### src/rtl/lsu_pkg.sv
// rtl/lsu_pkg.sv - shared state, funct3 and error-code definitions for the load/store unit
package lsu_pkg;
    typedef enum logic [1:0] {
        IDLE = 2'd0,
        RD   = 2'd1,
        WR   = 2'd2
    } lsu_state_t;

    localparam logic [2:0] F3_LB  = 3'b000;
    localparam logic [2:0] F3_LH  = 3'b001;
    localparam logic [2:0] F3_LW  = 3'b010;
    localparam logic [2:0] F3_LBU = 3'b100;
    localparam logic [2:0] F3_LHU = 3'b101;
    localparam logic [2:0] F3_SB  = 3'b000;
    localparam logic [2:0] F3_SH  = 3'b001;
    localparam logic [2:0] F3_SW  = 3'b010;

    localparam logic [1:0] ERR_NONE     = 2'b00;
    localparam logic [1:0] ERR_MISALIGN = 2'b01;
    localparam logic [1:0] ERR_ACCESS   = 2'b10;
    localparam logic [1:0] ERR_ILLEGAL  = 2'b11;
endpackage

### src/rtl/lsu_align.sv
// rtl/lsu_align.sv - byte-enable, store-data replication and load extraction
module lsu_align
    import lsu_pkg::*;
#(
    parameter int XLEN = 32
) (
    input  logic [2:0]        funct3,
    input  logic [1:0]        offset,
    input  logic [XLEN-1:0]   wdata,
    input  logic [XLEN-1:0]   rd_data,
    output logic [XLEN/8-1:0] be,
    output logic [XLEN-1:0]   wr_data,
    output logic [XLEN-1:0]   load_data
);
    logic [XLEN-1:0] shifted;

    // funct3[1:0] is the access width for loads and stores alike; funct3[2] selects zero-extension.
    always_comb begin
        shifted   = rd_data >> {offset, 3'b000};
        be        = 4'b1111;
        wr_data   = wdata;
        load_data = shifted;
        case (funct3[1:0])
            2'b00: begin
                be        = 4'b0001 << offset;
                wr_data   = {4{wdata[7:0]}};
                load_data = funct3[2] ? {24'b0, shifted[7:0]} : {{24{shifted[7]}}, shifted[7:0]};
            end
            2'b01: begin
                be        = 4'b0011 << offset;
                wr_data   = {2{wdata[15:0]}};
                load_data = funct3[2] ? {16'b0, shifted[15:0]} : {{16{shifted[15]}}, shifted[15:0]};
            end
            default: begin
                be        = 4'b1111;
                wr_data   = wdata;
                load_data = shifted;
            end
        endcase
    end
endmodule

### src/rtl/lsu.sv
// rtl/lsu.sv - load/store unit: accept, fault check, bus handshake and writeback
module lsu
    import lsu_pkg::*;
#(
    parameter int XLEN     = 32,
    parameter int ADDR_LEN = 14
) (
    input  logic                clk,
    input  logic                rstb,
    input  logic                ex_valid,
    output logic                ex_ready,
    input  logic                ex_load,
    input  logic                ex_store,
    input  logic [2:0]          ex_funct3,
    input  logic [XLEN-1:0]     ex_addr,
    input  logic [XLEN-1:0]     ex_wdata,
    input  logic [4:0]          ex_rd,
    output logic [ADDR_LEN-1:0] addr,
    output logic                rd_req,
    output logic                wr_req,
    input  logic                rd_ready,
    input  logic                wr_ready,
    output logic [XLEN/8-1:0]   be,
    output logic [XLEN-1:0]     wr_data,
    input  logic [XLEN-1:0]     rd_data,
    output logic                wb_valid,
    output logic [4:0]          wb_rd,
    output logic [XLEN-1:0]     wb_data,
    output logic                err_valid,
    output logic [1:0]          err_code,
    output logic [XLEN-1:0]     err_addr
);
    lsu_state_t          state;
    logic [ADDR_LEN-1:0] addr_q;
    logic [2:0]          funct3_q;
    logic [XLEN-1:0]     wdata_q;
    logic [4:0]          rd_q;
    logic                accept;
    logic                mem_op;
    logic                illegal;
    logic                misalign;
    logic                access;
    logic [1:0]          fault_code;
    logic [XLEN/8-1:0]   be_raw;
    logic [XLEN-1:0]     load_data;

    assign ex_ready = (state == IDLE);
    assign accept   = ex_valid & ex_ready;
    assign mem_op   = ex_load | ex_store;

    always_comb begin
        illegal  = (ex_load & ex_store)
                 | (ex_load & ((ex_funct3 == 3'b011) | (ex_funct3[2:1] == 2'b11)))
                 | (ex_store & (ex_funct3 > F3_SW));
        misalign = mem_op & (((ex_funct3[1:0] == 2'b01) & ex_addr[0])
                 | ((ex_funct3[1:0] == 2'b10) & (ex_addr[1:0] != 2'b00)));
        access   = mem_op & (ex_addr[XLEN-1:ADDR_LEN] != '0);
        if (illegal)       fault_code = ERR_ILLEGAL;
        else if (misalign) fault_code = ERR_MISALIGN;
        else if (access)   fault_code = ERR_ACCESS;
        else               fault_code = ERR_NONE;
    end

    always_ff @(posedge clk or negedge rstb) begin
        if (!rstb) begin
            state     <= IDLE;
            addr_q    <= '0;
            funct3_q  <= '0;
            wdata_q   <= '0;
            rd_q      <= '0;
            wb_valid  <= 1'b0;
            wb_rd     <= '0;
            wb_data   <= '0;
            err_valid <= 1'b0;
            err_code  <= ERR_NONE;
            err_addr  <= '0;
        end else begin
            wb_valid  <= 1'b0;
            err_valid <= 1'b0;
            case (state)
                IDLE: if (accept) begin
                    addr_q   <= ex_addr[ADDR_LEN-1:0];
                    funct3_q <= ex_funct3;
                    wdata_q  <= ex_wdata;
                    rd_q     <= ex_rd;
                    if (fault_code != ERR_NONE) begin
                        err_valid <= 1'b1;
                        err_code  <= fault_code;
                        err_addr  <= ex_addr;
                    end else if (ex_load) begin
                        state <= RD;
                    end else if (ex_store) begin
                        state <= WR;
                    end
                end
                RD: if (rd_ready) begin
                    wb_valid <= 1'b1;
                    wb_rd    <= rd_q;
                    wb_data  <= load_data;
                    state    <= IDLE;
                end
                WR: if (wr_ready) state <= IDLE;
                default: state <= IDLE;
            endcase
        end
    end

    lsu_align #(.XLEN(XLEN)) u_align (
        .funct3    (funct3_q),
        .offset    (addr_q[1:0]),
        .wdata     (wdata_q),
        .rd_data   (rd_data),
        .be        (be_raw),
        .wr_data   (wr_data),
        .load_data (load_data)
    );

    // Requests decode straight from state so reset removes them without waiting for a clock.
    assign rd_req = (state == RD);
    assign wr_req = (state == WR);
    assign addr   = addr_q;
    assign be     = (state == IDLE) ? '0 : be_raw;
endmodule

### config.mk
export PLATFORM = sky130hd
export DESIGN_NAME = lsu
export DESIGN_NICKNAME = d
export VERILOG_FILES = /design/src/rtl/lsu_pkg.sv /design/src/rtl/lsu_align.sv /design/src/rtl/lsu.sv
export SDC_FILE = /design/constraint.sdc
export NUM_CORES = 1
export LEC_CHECK = 0
export CORE_UTILIZATION = 44
export DETAILED_ROUTE_END_ITERATION = 12
export PLACE_DENSITY_LB_ADDON = 0.15
export SLEW_MARGIN = 20
export SYNTH_ARGS = -nofsm -noshare
export SYNTH_HDL_FRONTEND = slang
export SYNTH_SLANG_ARGS = --single-unit
### constraint.sdc
create_clock -name clk -period 2.5 [get_ports clk]
set_clock_uncertainty 0.2 [all_clocks]
set_input_delay 0.5 -clock clk [delete_from_list [all_inputs] [get_ports clk]]
set_output_delay 0.5 -clock clk [all_outputs]
set_load 0.02 [all_outputs]
==> results.toml <==
[grt]
antenna_found_initial = 0
overflow = 0
grt_first_pass_wirelength_mm = 28.28
grt_usage_pct = 25.67
grt_pass1_vias = 5575
grt_max_degree = 59

[setup_path]
cp-end-kind = "output pin"
cpMostUsedCell = "nand2_1"
critical_path_class = "register to output pin"
startpoint_type = "register"
path_cells = "or2_2 -> nand2_1 -> nand2_1 -> dlygate4sd2_1"
cp_slowest_stage_delay_ns = 0.42
crit_family = "simple AND/OR/NAND/NOR gates"
crit_path_max_fanout = 9
required_ns = 1.80
critPathBufInv = 1
crit_slowest_cell = "or2_2"
crit_arrival_ns = 1.72

[sta]
max_slew_margin_pct = 60.90
setup_tns_ns = 0
rsz0062_at_grt = "true"
min_period_ns = 2.425
hold_viol = 0
max_freq_mhz = 412.4
maxSlewViolCount = 0
tightest_slew_ns = 0.5865
min_period_over_period_pct = 97.00
finalSetupViolations = 0

[synthesis]
syn_avg_cell_area_um2 = 9.638
yosysTopAreaCell = "dfrtp_1"
synth_most_common_cell = "nand2_1"
yosys_register_bits = 129
synth_ff_type = "dfrtp_1"
netlist_area_mm2 = 0.006033
ys_types = 39
synth.top_cell.area_share_pct = 53.50
synth_nets = 737
syn_inst = 626
async_flop_share_pct = 100.0
yosys_warnings = 0
synth-seq-area-share_pct = 53.50
synth_common_cells = "nand2_1 (243), dfrtp_1 (129), mux2_4 (29), o21ai_0 (28), nor2_1 (26)"
synthTopCellsByArea = "dfrtp_1 (54%), nand2_1 (15%), mux2_4 (7.2%)"
synth-edff-count = 0

[power_and_ir_drop]
powerDensity_mw_per_mm2 = 879.8
power.leakage_nw = 4.408
irDropWorstVdd_mv = 0.4373

[floorplanning]
io_pins = 237
core-area_mm2 = 0.01330
die-area_mm2 = 0.01418
die_h_um = 119.1
die_w_um = 119.1
start_util_pct = 45.38
rows = 42

[placement]
hpwl_mm = 12.33
io_buffers = 236
gp_congestion = 0.8115
dp.cells = 1023

[cts]
clkTransAtPathRegs_ns = 0.06
cts_tree = "yes"
cts-htree-levels = 4
clock_path_buffers = 2
cts_made_buffers = 17
root_buffer = "clkbuf_16"
cts_sinks = 129
clk_latency_ns = 0.42

[final_layout]
stdcell_count = 1056
drive_above_1_share_pct = 13.75
area_growth_pct = 53.26
final_nets = 978
antennaDiodeCount = 0
fillCellCount = 1025

[detailed_routing]
vias = 5355
antenna_left = 0
initialDrtViolationCount = 250
drt_first_pass_iters = 4
wl_per_cell_um = 16.35
wirelength_mm = 17.27
drc_errors = 0
via_per_inst = 5.071

[job]
cap_violations = 0

[hold_path]
hold_path.class = "register to register"

[outcome]
outcome = "complete, no violations"
[stage by stage]
step                      area (um2)  util, %  setup slack (ns)  power, mW  hold slack, ns
final                           9246    69.55           0.07507      8.135          0.2642
after global routing            9246    69.55         -0.007620      8.509          0.2936
after CTS                       9251    69.58           0.04093      8.204          0.2661
after detailed placement        8652    65.08           -0.1829      5.652          0.2379
after global placement          8652    65.08           -0.1248      5.596          0.2393
after floorplan                 6033        -          0.007923      4.227        0.004409
[registers in the layout, summed over array words and instances (netlist names)]
signal / count
err_addr: 32
wdata_q: 32
err_code: 2
rd_q: 5
wb_data: 32
addr: 14
funct3_q: 3
wb_valid: 1
state: 2
err_valid: 1
wb_rd: 5
[power by group]
part	leakage (nW)	total, mW	switching, mW	internal (mW)
Sequential	1.58	2.83	0.291	2.53
Combinational	2.53	2.74	1.37	1.37
Clock	0.297	2.57	0.962	1.61
Total	4.41	8.14	2.63	5.51
[layer usage]
| metal | up-vias | wire [um] | global-route usage (%) |
|---|---|---|---|
| met3 | 30 | 1172 | 7.807 |
| met4 | 0 | 354 | 9.652 |
| met5 | - | 0 | 0 |
| met2 | 190 | 8600 | 42.95 |
| li1 | 2543 | - | - |
| met1 | 2592 | 7142 | 31.04 |
[placed cells by master, fill, tap and decap left out, types with 2 or more instances in the layout]
| master | Yosys | routed |
|---|---|---|
| clkbuf_16 | 0 | 17 |
| o211ai_1 | 2 | 2 |
| nand3_1 | 14 | 14 |
| o2bb2ai_1 | 2 | 2 |
| nor4_1 | 4 | 4 |
| bufinv_16 | 0 | 3 |
| inv_1 | 7 | 7 |
| dfrtp_1 | 129 | 129 |
| a221o_1 | 9 | 9 |
| nor3_1 | 2 | 2 |
| nor2b_1 | 4 | 4 |
| mux2i_1 | 25 | 25 |
| clkinv_4 | 0 | 5 |
| dlygate4sd2_1 | 0 | 22 |
| clkdlybuf4s50_1 | 0 | 206 |
| clkdlybuf4s15_1 | 0 | 3 |
| mux2_2 | 19 | 19 |
| clkinvlp_4 | 0 | 2 |
| nor2_1 | 26 | 26 |
| buf_12 | 0 | 3 |
| a21oi_1 | 20 | 20 |
| nand2_1 | 243 | 242 |
| o21ai_0 | 28 | 28 |
| clkbuf_2 | 0 | 3 |
| mux2_4 | 29 | 29 |
| buf_4 | 9 | 27 |
| inv_6 | 0 | 3 |
[cells by family (layout without fill, tap and decap cells)]
family	Yosys count	after routing	share of synthesized area, %
and+or+nand+nor	301	301	19.76
DFF	129	129	53.50
muxes	73	73	14.91
AOI/OAI and AO/OA	70	70	7.404
buffers and inverters	52	306	4.272
xor gates and xnor gates	1	1	0.1452
[worst reg2reg max path: stages (launching register included)]
cell and delay [ns]:
dfrtp_1 0.49, buf_4 0.36, mux2i_1 0.26, o2bb2ai_1 0.11, and2_1 0.17, o21a_1 0.31, a221o_1 0.31
[layout make-up]
type | count | area, um2 | share of cell area (%)
multi-input combinational | 445 | 2556 | 27.65
clock inverter | 14 | 180.2 | 1.949
inverter | 7 | 26.28 | 0.2842
tap | 176 | 220.2 | 2.382
timing repair buffer | 267 | 2596 | 28.08
sequential | 129 | 3228 | 34.91
clock buffer | 18 | 439.2 | 4.750
[timing repair]
| item | 4_1_cts | 5_1_grt |
|---|---|---|
| hold buffers | 1 | 0 |
| setup buffers | 0 | 0 |
| endpoints found under the hold margin | 37 | 0 |
| setup endpoints to repair | 29 | 12 |
| gates cloned | 0 | 0 |
| gates resized for setup | 29 | 10 |
[final timing paths]
path | startpoint | endpoint | slack [ns] | cells past startpoint
max | funct3_q[1] | wr_data[13] | 0.08 | 4
min | rd_q[4] | wb_rd[4] | 0.26 | 2
max reg2reg | addr[1] | wb_data[23] | 0.17 | 6
min reg2reg | rd_q[4] | wb_rd[4] | 0.26 | 2
max in group asynchronous | rstb | err_addr[17] | 1.06 | 3
min in group asynchronous | rstb | wb_data[24] | 0.36 | 2
Power figures use the tool's default switching activity.
